==> src/rtl/gshare_predictor.sv <==
// rtl/gshare_predictor.sv - gshare direction predictor with tagged BTB; optional stats via GSHARE_PREDICTOR_STATS_EN
module gshare_predictor #(
    parameter int N      = 128,
    parameter int IDX    = 7,
    parameter int CTR_W  = 2,
    parameter int HIST_W = 4,
    parameter int TAG_W  = 4
) (
    input  logic              clk,
    input  logic              rst_n,
    input  logic [15:0]       pc_fetch,
    output logic              predict_taken,
    output logic [15:0]       predict_target,
    output logic              btb_hit,
    output logic [HIST_W-1:0] ghr,
    input  logic              update_en,
    input  logic [15:0]       pc_resolve,
    input  logic              taken,
    input  logic [15:0]       target,
    input  logic              update_mispredict,
    input  logic              ghr_restore_en,
    input  logic [HIST_W-1:0] ghr_restore_val
`ifdef GSHARE_PREDICTOR_STATS_EN
    ,
    output logic [31:0]       stat_updates,
    output logic [31:0]       stat_mispredicts
`endif
);

    localparam logic [CTR_W-1:0] CTR_MAX  = '1;
    localparam logic [CTR_W-1:0] CTR_INIT = CTR_W'((1 << (CTR_W - 1)) - 1);

    logic [CTR_W-1:0]  r_bht        [N];
    logic [N-1:0]      r_btb_valid;
    logic [TAG_W-1:0]  r_btb_tag    [N];
    logic [15:0]       r_btb_target [N];
    logic [HIST_W-1:0] r_ghr;

    logic [IDX-1:0]    w_f_tidx;
    logic [IDX-1:0]    w_f_bidx;
    logic [TAG_W-1:0]  w_f_tag;
    logic [IDX-1:0]    w_r_tidx;
    logic [IDX-1:0]    w_r_bidx;
    logic [TAG_W-1:0]  w_r_tag;
    logic [CTR_W-1:0]  w_ctr_cur;
    logic [CTR_W-1:0]  w_ctr_next;
    logic [HIST_W-1:0] w_ghr_next;
    logic              w_unused;

    // Bits of the PCs outside index/tag fields carry no information here.
    assign w_unused = ^{pc_fetch, pc_resolve, update_mispredict};

    assign w_f_tidx = pc_fetch[IDX:1];
    assign w_f_bidx = w_f_tidx ^ IDX'(r_ghr);
    assign w_f_tag  = pc_fetch[IDX+TAG_W:IDX+1];

    assign w_r_tidx  = pc_resolve[IDX:1];
    assign w_r_bidx  = w_r_tidx ^ IDX'(r_ghr);
    assign w_r_tag   = pc_resolve[IDX+TAG_W:IDX+1];
    assign w_ctr_cur = r_bht[w_r_bidx];

    // Lookup reads pre-edge table contents; there is deliberately no bypass.
    always_comb begin
        btb_hit        = r_btb_valid[w_f_tidx] && (r_btb_tag[w_f_tidx] == w_f_tag);
        predict_taken  = r_bht[w_f_bidx][CTR_W-1] && btb_hit;
        predict_target = predict_taken ? r_btb_target[w_f_tidx] : 16'h0000;
    end

    assign ghr = r_ghr;

    // Saturating counter step for the resolved branch.
    always_comb begin
        w_ctr_next = w_ctr_cur;
        if (taken && (w_ctr_cur != CTR_MAX)) begin
            w_ctr_next = w_ctr_cur + CTR_W'(1);
        end else if (!taken && (w_ctr_cur != '0)) begin
            w_ctr_next = w_ctr_cur - CTR_W'(1);
        end
    end

    // Next history: shift in the outcome, then let a flush restore override it.
    always_comb begin
        w_ghr_next = r_ghr;
        if (update_en) begin
            w_ghr_next = HIST_W'({r_ghr, taken});
        end
        if (ghr_restore_en) begin
            w_ghr_next = ghr_restore_val;
        end
    end

    // BHT and BTB storage; tables are indexed with the pre-edge history.
    always_ff @(posedge clk) begin
        if (!rst_n) begin
            r_btb_valid <= '0;
            for (int i = 0; i < N; i++) begin
                r_bht[i]        <= CTR_INIT;
                r_btb_tag[i]    <= '0;
                r_btb_target[i] <= '0;
            end
        end else if (update_en) begin
            r_bht[w_r_bidx] <= w_ctr_next;
            if (taken) begin
                r_btb_valid[w_r_tidx]  <= 1'b1;
                r_btb_tag[w_r_tidx]    <= w_r_tag;
                r_btb_target[w_r_tidx] <= target;
            end
        end
    end

    // Global history register.
    always_ff @(posedge clk) begin
        if (!rst_n) begin
            r_ghr <= '0;
        end else begin
            r_ghr <= w_ghr_next;
        end
    end

`ifdef GSHARE_PREDICTOR_STATS_EN
    logic [31:0] r_stat_updates;
    logic [31:0] r_stat_mispredicts;

    // Saturating update and mispredict counters.
    always_ff @(posedge clk) begin
        if (!rst_n) begin
            r_stat_updates     <= '0;
            r_stat_mispredicts <= '0;
        end else if (update_en) begin
            if (r_stat_updates != 32'hFFFF_FFFF) begin
                r_stat_updates <= r_stat_updates + 32'd1;
            end
            if (update_mispredict && (r_stat_mispredicts != 32'hFFFF_FFFF)) begin
                r_stat_mispredicts <= r_stat_mispredicts + 32'd1;
            end
        end
    end

    assign stat_updates     = r_stat_updates;
    assign stat_mispredicts = r_stat_mispredicts;
`endif

endmodule

==> config.mk <==
export PLATFORM = sky130hd
export DESIGN_NAME = gshare_predictor
export DESIGN_NICKNAME = d
export VERILOG_FILES = /design/src/rtl/gshare_predictor.sv
export SDC_FILE = /design/constraint.sdc
export NUM_CORES = 2
export LEC_CHECK = 0
export ABC_AREA = 1
export BUFFER_PORTS_ARGS = -buffer_cell sky130_fd_sc_hd__buf_2
export CAP_MARGIN = 20
export CORE_ASPECT_RATIO = 1.25
export CORE_MARGIN = 5
export CORE_UTILIZATION = 32
export DETAILED_ROUTE_END_ITERATION = 12
export PLACE_DENSITY_LB_ADDON = 0.3
export SYNTH_ARGS = -nofsm -noshare
export SYNTH_HDL_FRONTEND = slang
export SYNTH_SLANG_ARGS = --single-unit
==> constraint.sdc <==
create_clock -name clk -period 5.6 [get_ports clk]
set_input_delay 0.28 -clock clk [delete_from_list [all_inputs] [get_ports clk]]
set_output_delay 0.28 -clock clk [all_outputs]
set_load 0.02 [all_outputs]
======== Word level (Yosys, flattened, before mapping) ========
Memories as Yosys holds them, arrays and structs flattened.
Index checks and enable logic that the tools add are counted.
word-level totals
  RAM bits ................................ 2816
  memories ................................ 3
  bits of input ports ..................... 58
  register bits ........................... 132
operators by class
  add/sub/neg operators ................... 2
  bitwise operators ....................... 3
  reduce and logical (&&, ||, !) cells .... 12
  magnitude comparators ................... 3
  equal/unequal tests ..................... 2
  multiplexer cells ....................... 26
memories
  name          depth  width  rd ports  clocked after Yosys merged registers in  write ports  line  RTL
  r_btb_target  128    16     1         0                                        128          36    logic [15:0] r_btb_target [N];
  r_btb_tag     128    4      1         0                                        128          35    logic [TAG_W-1:0] r_btb_tag [N];
  r_bht         128    2      2         0                                        128          33    logic [CTR_W-1:0] r_bht [N];
operator list
  operator                                                                              count
  128-bit bitwise OR                                                                    1
  16-bit two-way mux                                                                    2
  7-bit two-way mux                                                                     3
  7-bit by 8-bit < comparator with 1-bit output (second input constant)                 2
  16-bit OR reduction                                                                   1
  7-bit by 4-bit bitwise XOR with 7-bit output                                          2
  1-bit two-way mux                                                                     13
  4-bit two-way mux                                                                     3
  1-bit binary-select mux with 7-bit select                                             1
  1-bit demux with 7-bit select                                                         1
  7-bit by 1-bit greater-or-equal comparator with 1-bit output (second input constant)  1
  2-bit two-way mux                                                                     3
  1-bit logical AND                                                                     5
  4-bit == test                                                                         1
  2-bit nonzero test                                                                    2
  4-bit OR reduction                                                                    1
  2-bit by 1-bit adder with 2-bit output (second input constant)                        1
  2-bit != test (second input constant)                                                 1
  2-bit AND reduction                                                                   1
  2-bit OR reduction                                                                    1
  2-bit by 1-bit subtractor with 2-bit output (second input constant)                   1
  1-bit logical NOT                                                                     1

======== Longest topological paths before layout ========
An unclocked memory read counts as a cell.
  depth in word-level cells ............... 7
  depth in mapped cells ................... 27
  gate-level depth less buffers ........... 22

======== Worst setup path before layout ========
Ideal clock, no wire load.
  path type ............................... register to register
  start ................................... register r_ghr[1], in the netlist ghr[1]
  end ..................................... memory r_bht[100][1] (data pin)
  setup slack ............................. 2.539 ns
  buffers on the path ..................... 5
  period minus slack after synthesis ...... 3.061 ns
  data required time ...................... 5.348 ns
  arrival time ............................ 2.810 ns
  setup time .............................. 0.252 ns
  cell stages (with the launch flop) ...... 24
  cells stage by stage .................... dfxtp_1 > buf_6 > xor2_4 > buf_6 > nand3_4 > buf_6 > o22ai_1 > nor2_1 > nand2_1 > nand2_1 > nand2_1 > nor2_1 > nor2_1 > nor2_2 > nand2_2 > inv_1 > ha_1 > inv_1 > a21oi_1 > nand2_1 > nand2_1 > buf_4 > buf_6 > nor2_2
RTL lines
  what                      line  RTL
  start: declaration        37    logic [HIST_W-1:0] r_ghr;
  start signal: assignment  116   r_ghr <= w_ghr_next;
  end: declaration          33

======== Worst setup path in the final report ========
  start ................................... register r_ghr[1], in the netlist ghr[1]
  end ..................................... output port predict_target[15]
between the ends
  longest elaborated chain between the ends .. 4
RTL lines
  what                                          line  RTL
  7-bit by 4-bit bitwise XOR with 7-bit output  54    assign w_f_bidx = w_f_tidx ^ IDX'(r_ghr);
  memory 128 x 2 bit                            n/a
  1-bit logical AND                             65    predict_taken = r_bht[w_f_bidx][CTR_W-1] && btb_hit;
  16-bit two-way mux                            66    predict_target = predict_taken ? r_btb_target[w_f_tidx] : 16'h0000;
  end: declaration                              13    output logic [15:0] predict_target,
Every way passes these cells.

==> flow_metrics.tcl <==
set metrics [dict create \
    h-tree-depth 5 \
    synthAdderAreaFrac_pct 0.0185 \
    via_per_inst 5.30 \
    seq_power_share_pct 49.9 \
    row_count 266 \
    crit_path_top_delay_cell "dfxtp_1" \
    clockBufferDepth 4 \
    wire_per_inst_um 24.4 \
    grt_max_degree 165 \
    worst_pin_slew_ns 1.23 \
    nets 13300 \
    post-route-min-period_ns 5.20 \
    synth-main-ff-cell "edfxtp_1" \
    synth_cell_type_count 46 \
    start_util_pct 32.1 \
    clkPwrFrac_pct 40.6 \
    powerDensity_nw_per_um2 335 \
    swShare_pct 25.7 \
    peakVddDrop_v 0.000248 \
    drtIter0Drc 11100 \
    hold_class "input pin to register" \
    p_switching_uw 13000 \
    rsz0062_at_grt "false" \
    finalMaxSlewViolations 0 \
    syn_nets 13700 \
    antenna_found_initial 15 \
    cp.required_ns 5.32 \
    synth.area.top_cells "edfxtp_1, nor2_1, nand2_1" \
    async_reset_ff_share_pct 0 \
    synth_top_cell_by_area "edfxtp_1" \
    dieWidth_um 591 \
    internal_power_uw 37800 \
    ctsRootBufferMaster "clkbuf_16" \
    grt_pass1_wl_um 673000 \
    synth_top_cell_area_share_pct 62.6 \
    critPathMaxStageDelay_ns 0.87 \
    critical_path_arrival_ns 4.92 \
    io_pins 80 \
    cp-end-kind "output port" \
    postCtsResizedCells 0 \
    core_um2 420000 \
    grt_pass1_vias 96100 \
    r2r_cells 18 \
    dieArea_um2 435000 \
    max_cap_violations 0 \
    max-slew-margin-rel_pct 16.9 \
    synth_compound_area_share_pct 7.24 \
    path_class "register to output port" \
    antenna_left 0 \
    port_buffers 68 \
    synthSimpleGateAreaFrac_pct 22.9 \
    dr.pass1.iters 6 \
    dp_hpwl_um 274000 \
    combPwrFrac_pct 9.5 \
    status "finished, final reports clean" \
    synthesis.area_um2 135000 \
    fmax_ghz 0.192 \
    p_leak_uw 0.0551 \
    synth_seq_area_share_pct 64.5 \
    vias 101000 \
    wl_um 467000 \
    cts_buffers 312 \
    cp_max_fo 18 \
    gp_congestion 0.874 \
    finalCritPeriodShare_pct 92.8 \
    drive_above_1_share_pct 9.16 \
    cp-start-kind "register" \
    clock_skew_ns 0.0473 \
    cts_tree "built" \
    synth_xor_area_share_pct 0.113 \
    syn_avg_cell_area_um2 9.90 \
    synth_cells 13700 \
    setup_viol 0 \
    timing_hold_violations_final 0 \
    fin_setup_tns_ns 0 \
    synth_edf_count 2816 \
    path_common_cell "nand3_1" \
    clk_pin_slew_ns 0.06 \
    ys_ff_latch 2948 \
    die_y_um 737 \
    synth_warnings 0 \
    syn2layout_area_growth_pct 12.4 \
    clock_sinks 2948 \
    crit_path_cell_trace "xor2_4 -> buf_4 -> o211ai_1 -> nand3_1 -> nand3_1 -> nand3_1 -> nand3_1 -> nand2_1 -> nand2_1 -> nand2_1 -> nand4_2 -> buf_4 -> nor2_1 -> buf_4 -> buf_2" \
    drc 0 \
    worstHoldPathCells 3 \
    synth_top_family_by_area "simple AND/OR/NAND/NOR gates" \
    grt_usage_pct 20.7 \
    grt_overflow_total 0 \
    clk_latency_ns 0.93 \
    whs_ns 0.0402 \
    synthMuxAreaShare_pct 0 \
]
power groups by stage:
stage                     Clock [uW]  Sequential, uW  Combinational, uW
after floorplan                    0           25700               2790
after global placement             0           25800               4730
after detailed placement           0           25800               4760
after CTS                      20900           25300               4790
after global routing           21800           25400               5100
final                          20700           25300               4830
placed cells by master, fill, tap and decap left out, drive strengths merged, types with 3 or more instances in the layout:
| cell type | synthesis | final |
|---|---|---|
| diode | 0 | 11 |
| nand2 | 3053 | 3053 |
| nand3 | 1342 | 1342 |
| clkinvlp | 0 | 3 |
| o211ai | 196 | 196 |
| o22ai | 138 | 138 |
| dlygate4sd3 | 0 | 32 |
| a21oi | 495 | 495 |
| nor2 | 3159 | 3159 |
| edfxtp | 2816 | 2816 |
| nor3 | 6 | 6 |
| xnor2 | 5 | 5 |
| inv | 312 | 330 |
| a32o | 182 | 182 |
| buf | 475 | 549 |
| xor2 | 3 | 3 |
| clkinv | 4 | 113 |
| o311ai | 4 | 4 |
| a221o | 70 | 70 |
| bufinv | 0 | 20 |
| a221oi | 59 | 59 |
| nand4 | 4 | 4 |
| clkbuf | 817 | 416 |
| dfxtp | 132 | 132 |
| o21ai | 372 | 372 |
stage by stage:
stage                     instances  cell area, um2  total power [uW]  util (%)  setup WS, ns
final                         19200          152000             50800      36.1         0.401
after CTS                     19100          152000             51000      36.1         0.450
after detailed placement      18500          141000             30600      33.6         0.856
after global routing          19100          152000             52300      36.1         0.269
after global placement        18500          141000             30500      33.6         0.925
after floorplan               13700          135000             28500         -          2.54
cell families after synthesis:
logic type / Yosys count
buffers and inverters: 1608
XOR/XNOR: 8
AND/OR/NAND/NOR: 7569
flip-flops: 2948
AO/OA/AOI/OAI: 1521
adder cells (fa/ha/maj): 2
final cells by class:
type                    instances  area (um2)
fillers                     41600      268000
flip-flops and latches       2948       87200
multi-input cells            9100       41100
clock buffers                 414        8430
well taps                    5628        7040
repair buffers                583        5320
clock inverters               150        1490
inverters                     316        1320
diodes                         11        27.5
worst paths after layout:
kind / endpoint / startpoint / slack (ns)
hold reg to reg: r_btb_valid[74]$_SDFFE_PN0P_ / r_btb_valid[74]$_SDFFE_PN0P_ / 0.44
setup reg to reg: r_bht[55][0]$_SDFFCE_PN1P_ / ghr[1]$_SDFFE_PN0P_ / 0.80
hold / removal: r_btb_target[124][8]$_SDFFCE_PN0P_ / target[8] / 0.04
setup / recovery: predict_target[15] / ghr[1]$_SDFFE_PN0P_ / 0.40
synthesized netlist by cell type (all sizes together), types with 3 or more instances:
master     n
nand2   3053
nor3       6
xor2       3
xnor2      5
a21oi    495
dfxtp    132
nor2    3159
nand4      4
a221o     70
o22ai    138
nand3   1342
o211ai   196
o311ai     4
a32o     182
inv      312
clkinv     4
clkbuf   817
a221oi    59
edfxtp  2816
o21ai    372
buf      475
registers in the layout (all words and copies together), names as in the netlist:
register	cells
ghr	4
r_btb_tag	512
r_btb_target	2048
r_btb_valid	128
r_bht	256
repair_timing:
item	4_1_cts	5_1_grt
endpoints found under the hold margin	596	0
hold buffers	32	0
buffers inserted	0	0
critical path, delay by kind of cell (launching register included):
family	cells	cell delay, ns
and+or+nand+nor	9	1.23
buffers and inverters	4	1.08
xor gates and xnor gates	1	0.64
AOI/OAI and AO/OA	1	0.15
DFF	1	0.87
routing by layer:
layer / track usage, % / share of wire (%)
met5: 0.200 / 0.032
met4: 9.31 / 5.1
met3: 3.65 / 8.1
met2: 34.3 / 48
met1: 26.2 / 39
Power figures use the tool's default switching activity.
